`src/rtl/game_pkg.sv`:
```
// Shared definitions for the master sequencer and the maze / LED / VGA sub-machines.
package game_pkg;

  // MASTER_STATE encoding seen by every sub-machine
  typedef enum logic [1:0] {
    ST_IDLE = 2'b00,
    ST_MAZE = 2'b01,
    ST_WIN  = 2'b10,
    ST_LED  = 2'b11
  } state_t;

  // Sub-machine status value meaning "finished"
  localparam logic [3:0] STATUS_DONE = 4'hF;

  // Counter width able to hold 0..n-1, never narrower than one bit
  function automatic int unsigned cnt_width(input int unsigned n);
    return (n > 1) ? $clog2(n) : 1;
  endfunction

endpackage

```
`src/rtl/btn_debounce.sv`:
```
// Synchronizes a raw button, debounces it and emits a one-cycle pulse on each debounced press.
module btn_debounce
  import game_pkg::*;
#(
  parameter int unsigned DEBOUNCE_CYCLES = 1000000
) (
  input  logic CLK,
  input  logic RESET,
  input  logic BTN_IN,
  output logic BTN_LEVEL,
  output logic BTN_PRESS
);

  localparam int unsigned   CW       = cnt_width(DEBOUNCE_CYCLES);
  localparam logic [CW-1:0] CNT_LAST = CW'(DEBOUNCE_CYCLES - 1);

  logic          sync1;
  logic          sync2;
  logic          level_d;
  logic [CW-1:0] cnt;

  // Two-flop synchronizer for the asynchronous button input
  always_ff @(posedge CLK or negedge RESET) begin
    if (!RESET) begin
      sync1 <= 1'b0;
      sync2 <= 1'b0;
    end else begin
      sync1 <= BTN_IN;
      sync2 <= sync1;
    end
  end

  // Accept a level change only after DEBOUNCE_CYCLES consecutive differing samples
  always_ff @(posedge CLK or negedge RESET) begin
    if (!RESET) begin
      cnt       <= '0;
      BTN_LEVEL <= 1'b0;
    end else if (sync2 != BTN_LEVEL) begin
      if (cnt == CNT_LAST) begin
        BTN_LEVEL <= sync2;
        cnt       <= '0;
      end else begin
        cnt <= cnt + 1'b1;
      end
    end else begin
      cnt <= '0;
    end
  end

  // Registered rising-edge pulse on the debounced level; releases give nothing
  always_ff @(posedge CLK or negedge RESET) begin
    if (!RESET) begin
      level_d   <= 1'b0;
      BTN_PRESS <= 1'b0;
    end else begin
      level_d   <= BTN_LEVEL;
      BTN_PRESS <= BTN_LEVEL & ~level_d;
    end
  end

endmodule

```
`src/rtl/game_sequencer.sv`:
```
// Master sequencer: debounced buttons drive the IDLE/MAZE/WIN/LED state shared with the sub-machines,
// with a timed WIN display, BTNC abort and a saturating win counter.
module game_sequencer
  import game_pkg::*;
#(
  parameter int unsigned DEBOUNCE_CYCLES = 1000000,
  parameter int unsigned WIN_HOLD_CYCLES = 500000000
) (
  input  logic       CLK,
  input  logic       RESET,
  input  logic       BTNL,
  input  logic       BTNC,
  input  logic       BTNR,
  input  logic [3:0] MAZE_STATUS,
  input  logic [3:0] LED_STATUS,
  output logic [1:0] MASTER_STATE,
  output logic       WIN_PULSE,
  output logic [7:0] WIN_COUNT
);

  localparam int unsigned   HW        = cnt_width(WIN_HOLD_CYCLES);
  localparam logic [HW-1:0] HOLD_LAST = HW'(WIN_HOLD_CYCLES - 1);

  logic          press_l;
  logic          press_c;
  logic          press_r;
  state_t        state;
  state_t        state_next;
  logic          win_evt;
  logic [HW-1:0] hold;

  btn_debounce #(.DEBOUNCE_CYCLES(DEBOUNCE_CYCLES)) u_deb_l (
    .CLK(CLK), .RESET(RESET), .BTN_IN(BTNL), .BTN_LEVEL(), .BTN_PRESS(press_l)
  );

  btn_debounce #(.DEBOUNCE_CYCLES(DEBOUNCE_CYCLES)) u_deb_c (
    .CLK(CLK), .RESET(RESET), .BTN_IN(BTNC), .BTN_LEVEL(), .BTN_PRESS(press_c)
  );

  btn_debounce #(.DEBOUNCE_CYCLES(DEBOUNCE_CYCLES)) u_deb_r (
    .CLK(CLK), .RESET(RESET), .BTN_IN(BTNR), .BTN_LEVEL(), .BTN_PRESS(press_r)
  );

  assign MASTER_STATE = state;

  // Next-state decode; a completion is the only path that raises win_evt
  always_comb begin
    state_next = state;
    win_evt    = 1'b0;
    unique case (state)
      ST_IDLE: begin
        if (press_c)      state_next = ST_WIN;
        else if (press_l) state_next = ST_LED;
        else if (press_r) state_next = ST_MAZE;
      end
      ST_MAZE: begin
        if (MAZE_STATUS == STATUS_DONE) begin
          state_next = ST_WIN;
          win_evt    = 1'b1;
        end else if (press_c) begin
          state_next = ST_IDLE;
        end
      end
      ST_LED: begin
        if (LED_STATUS == STATUS_DONE) begin
          state_next = ST_WIN;
          win_evt    = 1'b1;
        end else if (press_c) begin
          state_next = ST_IDLE;
        end
      end
      ST_WIN: begin
        if (hold == HOLD_LAST) state_next = ST_IDLE;
      end
    endcase
  end

  // State register
  always_ff @(posedge CLK or negedge RESET) begin
    if (!RESET) state <= ST_IDLE;
    else        state <= state_next;
  end

  // WIN hold timer: zero on the first WIN cycle, counts while WIN persists
  always_ff @(posedge CLK or negedge RESET) begin
    if (!RESET)               hold <= '0;
    else if (state != ST_WIN) hold <= '0;
    else                      hold <= hold + 1'b1;
  end

  // Completion pulse and saturating win counter
  always_ff @(posedge CLK or negedge RESET) begin
    if (!RESET) begin
      WIN_PULSE <= 1'b0;
      WIN_COUNT <= '0;
    end else begin
      WIN_PULSE <= win_evt;
      if (win_evt && (WIN_COUNT != 8'hFF)) WIN_COUNT <= WIN_COUNT + 8'd1;
    end
  end

endmodule

```
`config.mk`:
```
export PLATFORM = sky130hd
export DESIGN_NAME = game_sequencer
export DESIGN_NICKNAME = d
export VERILOG_FILES = /design/src/rtl/game_pkg.sv /design/src/rtl/btn_debounce.sv /design/src/rtl/game_sequencer.sv
export SDC_FILE = /design/constraint.sdc
export NUM_CORES = 1
export LEC_CHECK = 0
export BUFFER_PORTS_ARGS = -buffer_cell sky130_fd_sc_hd__clkbuf_2
export CAP_MARGIN = 20
export CORE_MARGIN = 2
export CORE_UTILIZATION = 61
export CTS_BUF_LIST = sky130_fd_sc_hd__clkbuf_16
export CTS_CLUSTER_SIZE = 16
export DETAILED_ROUTE_END_ITERATION = 8
export HOLD_SLACK_MARGIN = 0.15
export PLACE_DENSITY = 0.79
export REMOVE_ABC_BUFFERS = 1
export SLEW_MARGIN = 40
export SYNTH_ARGS = -nofsm -noshare
export SYNTH_HDL_FRONTEND = slang
export SYNTH_HIERARCHICAL = 1
export SYNTH_SLANG_ARGS = --single-unit
export TNS_END_PERCENT = 5
```
`constraint.sdc`:
```
create_clock -name CLK -period 2.1 [get_ports CLK]
set_input_delay 0.21 -clock CLK [delete_from_list [all_inputs] [get_ports CLK]]
set_output_delay 0.21 -clock CLK [all_outputs]
set_load 0.02 [all_outputs]
```
==> reports/qor.csv <==
metric,value,unit
total congestion overflow,0,
Die W,99.6,µm
reg-to-reg critical path endpoint,u_deb_r/cnt[18],
Max-Cap Viols,0,
Die ar.,9920,µm²
crit path capture type,flip-flop,
minimum clock period,1960,ps
Port-buffer cells,23,
clock latency on the worst-skew pair,410,ps
cell row count,34,
setup TNS,0,ps
post-route ant nets,0,
diode count,0,
Yosys cell types,42,
clk sinks,115,
# setup viols final,0,
synthesized flop and latch total,115,
fin cells,713,
CP max stage cell,or3_1,
startpoint types,flip-flop,
"Slew Viols, Final",0,
area added between synthesis and finish,17.2,%
Starting DRT DRC Count,234,
Final Hold Viols,0,
postcts setup bufs,0,
FF-to-FF path depth,5,
post-synth top area share,0.516,
syn avg cell area,10.2,µm²
"commonest non-fill, non-tap cells in the layout","dfrtp_1, nor2_1, nand2_1",
vias in the first global route,4221,
post-route cell area,6530,µm²
synth warn,6,
Via-to-Cell Ratio,6.05,
Gate Count Post-Synth,545,
RR Startpoint,u_deb_r/cnt[0],
"Critical Path, Cell by Cell",ha_1 > nand2_1 > or3_1 > or4_1 > a21oi_1,
CTS Buf Count,17,
synthesized cell area,5570,µm²
register area share after synthesis,0.516,
"Clk pin slew, worst setup/hold paths",60,ps
Hold Path Cell Cnt,4,
slew at the pin closest to its max-slew limit,655,ps
Critical Path End,u_deb_r/cnt[18],
DR DRC count,0,
number of flops mapped to enable cells by yosys,0,
first-pass GRT wire length,19.3,mm
Synth area leaders,"dfrtp_1, xor2_1, nor2_1",
layout cells sized above 1,0.149,
CP peak stage delay,500,ps
initial antenna violation count,0,
DR WL/cell,15.4,µm
Crit Path Class,reg -> reg,
Worst Hold Class,in -> reg,
fmax,511,MHz
async set-or-reset flop fraction in the synthesized netlist,1.00,
Starting Density,0.633,
RSZ-0062 raised after global routing,no,
core area,8810,µm²
Static Leak,2.83,nW
router iterations before antenna repair,4,
largest net degree at the start of global routing,38,
CP Data Required Time,2440,ps
crit-path max FO,7,
slack of the worst reg-to-reg path,140,ps
pwr/cell area,794,nW/µm²
Ports,24,
"Data arrival, critical path",2290,ps
CTS tree,yes,
largest area contributor in the netlist,dfrtp_1,
Root Driver,clkbuf_16,
chip height,99.6,µm
Synth Flop Type,dfrtp_1,
Worst Setup SP,u_deb_r/cnt[0],
dpl cells,677,
DP HPWL,7.54,mm
Post-Route WL,11.0,mm
VDD IR max,0.501,mV
relative slew slack,0.559,
routed vias,4311,
Final Cycle Share,0.931,
clock tree buffer depth,2,
outcome,finished clean,
clk_skew,10.1,ps
GRT Util Overall,0.245,
routability cong.,0.903,
"commonest non-fill, non-tap cell in the layout",dfrtp_1,
nets@finish,610,
dpl cell area,5900,µm²
CTS H-tree depth,4,
-- synthesized netlist by cell type, drive strengths merged (17+ instances only) --
master	count
a21oi	34
xnor2	23
or3	22
nand4	20
and3	17
nor2	66
o21ai	21
xor2	32
nand2	36
nand3	38
dfrtp	115
and4	17
-- metal layers --
layer | vias up | part of all wire | track usage
li1 | 2083 | - | -
met1 | 2105 | 0.45 | 0.325
met4 | 0 | 0.015 | 0.0980
met2 | 107 | 0.49 | 0.390
met3 | 16 | 0.042 | 0.0604
met5 | - | 0 | 0
-- state kept, by name (all words and copies together) (netlist names), 2 cells and up --
signal        count
hold             29
MASTER_STATE      2
u_deb_c/cnt      20
WIN_COUNT         8
u_deb_r/cnt      20
u_deb_l/cnt      20
-- logic make-up after synthesis --
| family | count (synthesis) | synth area share |
|---|---|---|
| compound gates | 71 | 0.0813 |
| xor+xnor | 55 | 0.0864 |
| fa+ha+maj | 5 | 0.0112 |
| buf+inv | 22 | 0.0175 |
| flops | 115 | 0.516 |
| mux | 7 | 0.0141 |
| simple gates | 270 | 0.273 |
-- cell type report --
| cell class | instances | area, µm² |
|---|---|---|
| flip-flops and latches | 115 | 2880 |
| multi-input cells | 408 | 2610 |
| fillers | 582 | 2270 |
| clock buffers | 17 | 425 |
| repair buffers | 44 | 310 |
| clock inverters | 15 | 153 |
| well taps | 108 | 135 |
| inverters | 6 | 22.5 |
-- where the power goes --
part | leakage, nW | internal, mW | switching (mW)
clock network | 0.274 | 1.75 | 1.05
registers | 1.57 | 2.24 | 0.0166
logic | 0.995 | 0.0508 | 0.0801
total | 2.83 | 4.04 | 1.15
-- what timing repair did --
item	4_1_cts	5_1_grt
resized for setup	0	2
endpoints found under the setup margin	0	2
endpoints found under the hold margin	60	0
hold buffers	4	0
-- how the worst min path moves through the flow --
stage | endpoint | slack [ps] | from
floorplan | MASTER_STATE[0] | -90 | RESET
global placement | hold[17] | 210 | RESET
detailed placement | hold[9] | 210 | RESET
CTS | MASTER_STATE[0] | 250 | MAZE_STATUS[0]
global route | MASTER_STATE[0] | 270 | MAZE_STATUS[0]
finish | MASTER_STATE[0] | 250 | MAZE_STATUS[0]
-- critical path: cells and delay by family, from the launching register on --
kind	cells	cell delay, ps
AOI/OAI and AO/OA	1	150
and+or+nand+nor	3	1130
adders and majority gates	1	230
DFF	1	380
-- stage by stage --
stage / power (mW) / hold WS [ps] / setup WS [ps] / utilization
2_1_floorplan: 2.33 / -85.6 / 292 / -
3_3_place_gp: 2.41 / 206 / 224 / 0.671
3_5_place_dp: 2.42 / 210 / 99.1 / 0.671
4_1_cts: 5.22 / 250 / 118 / 0.741
5_1_grt: 5.37 / 270 / 45.7 / 0.742
6_report: 5.19 / 251 / 144 / 0.742
Note: power is estimated with default switching activity, not from simulation.
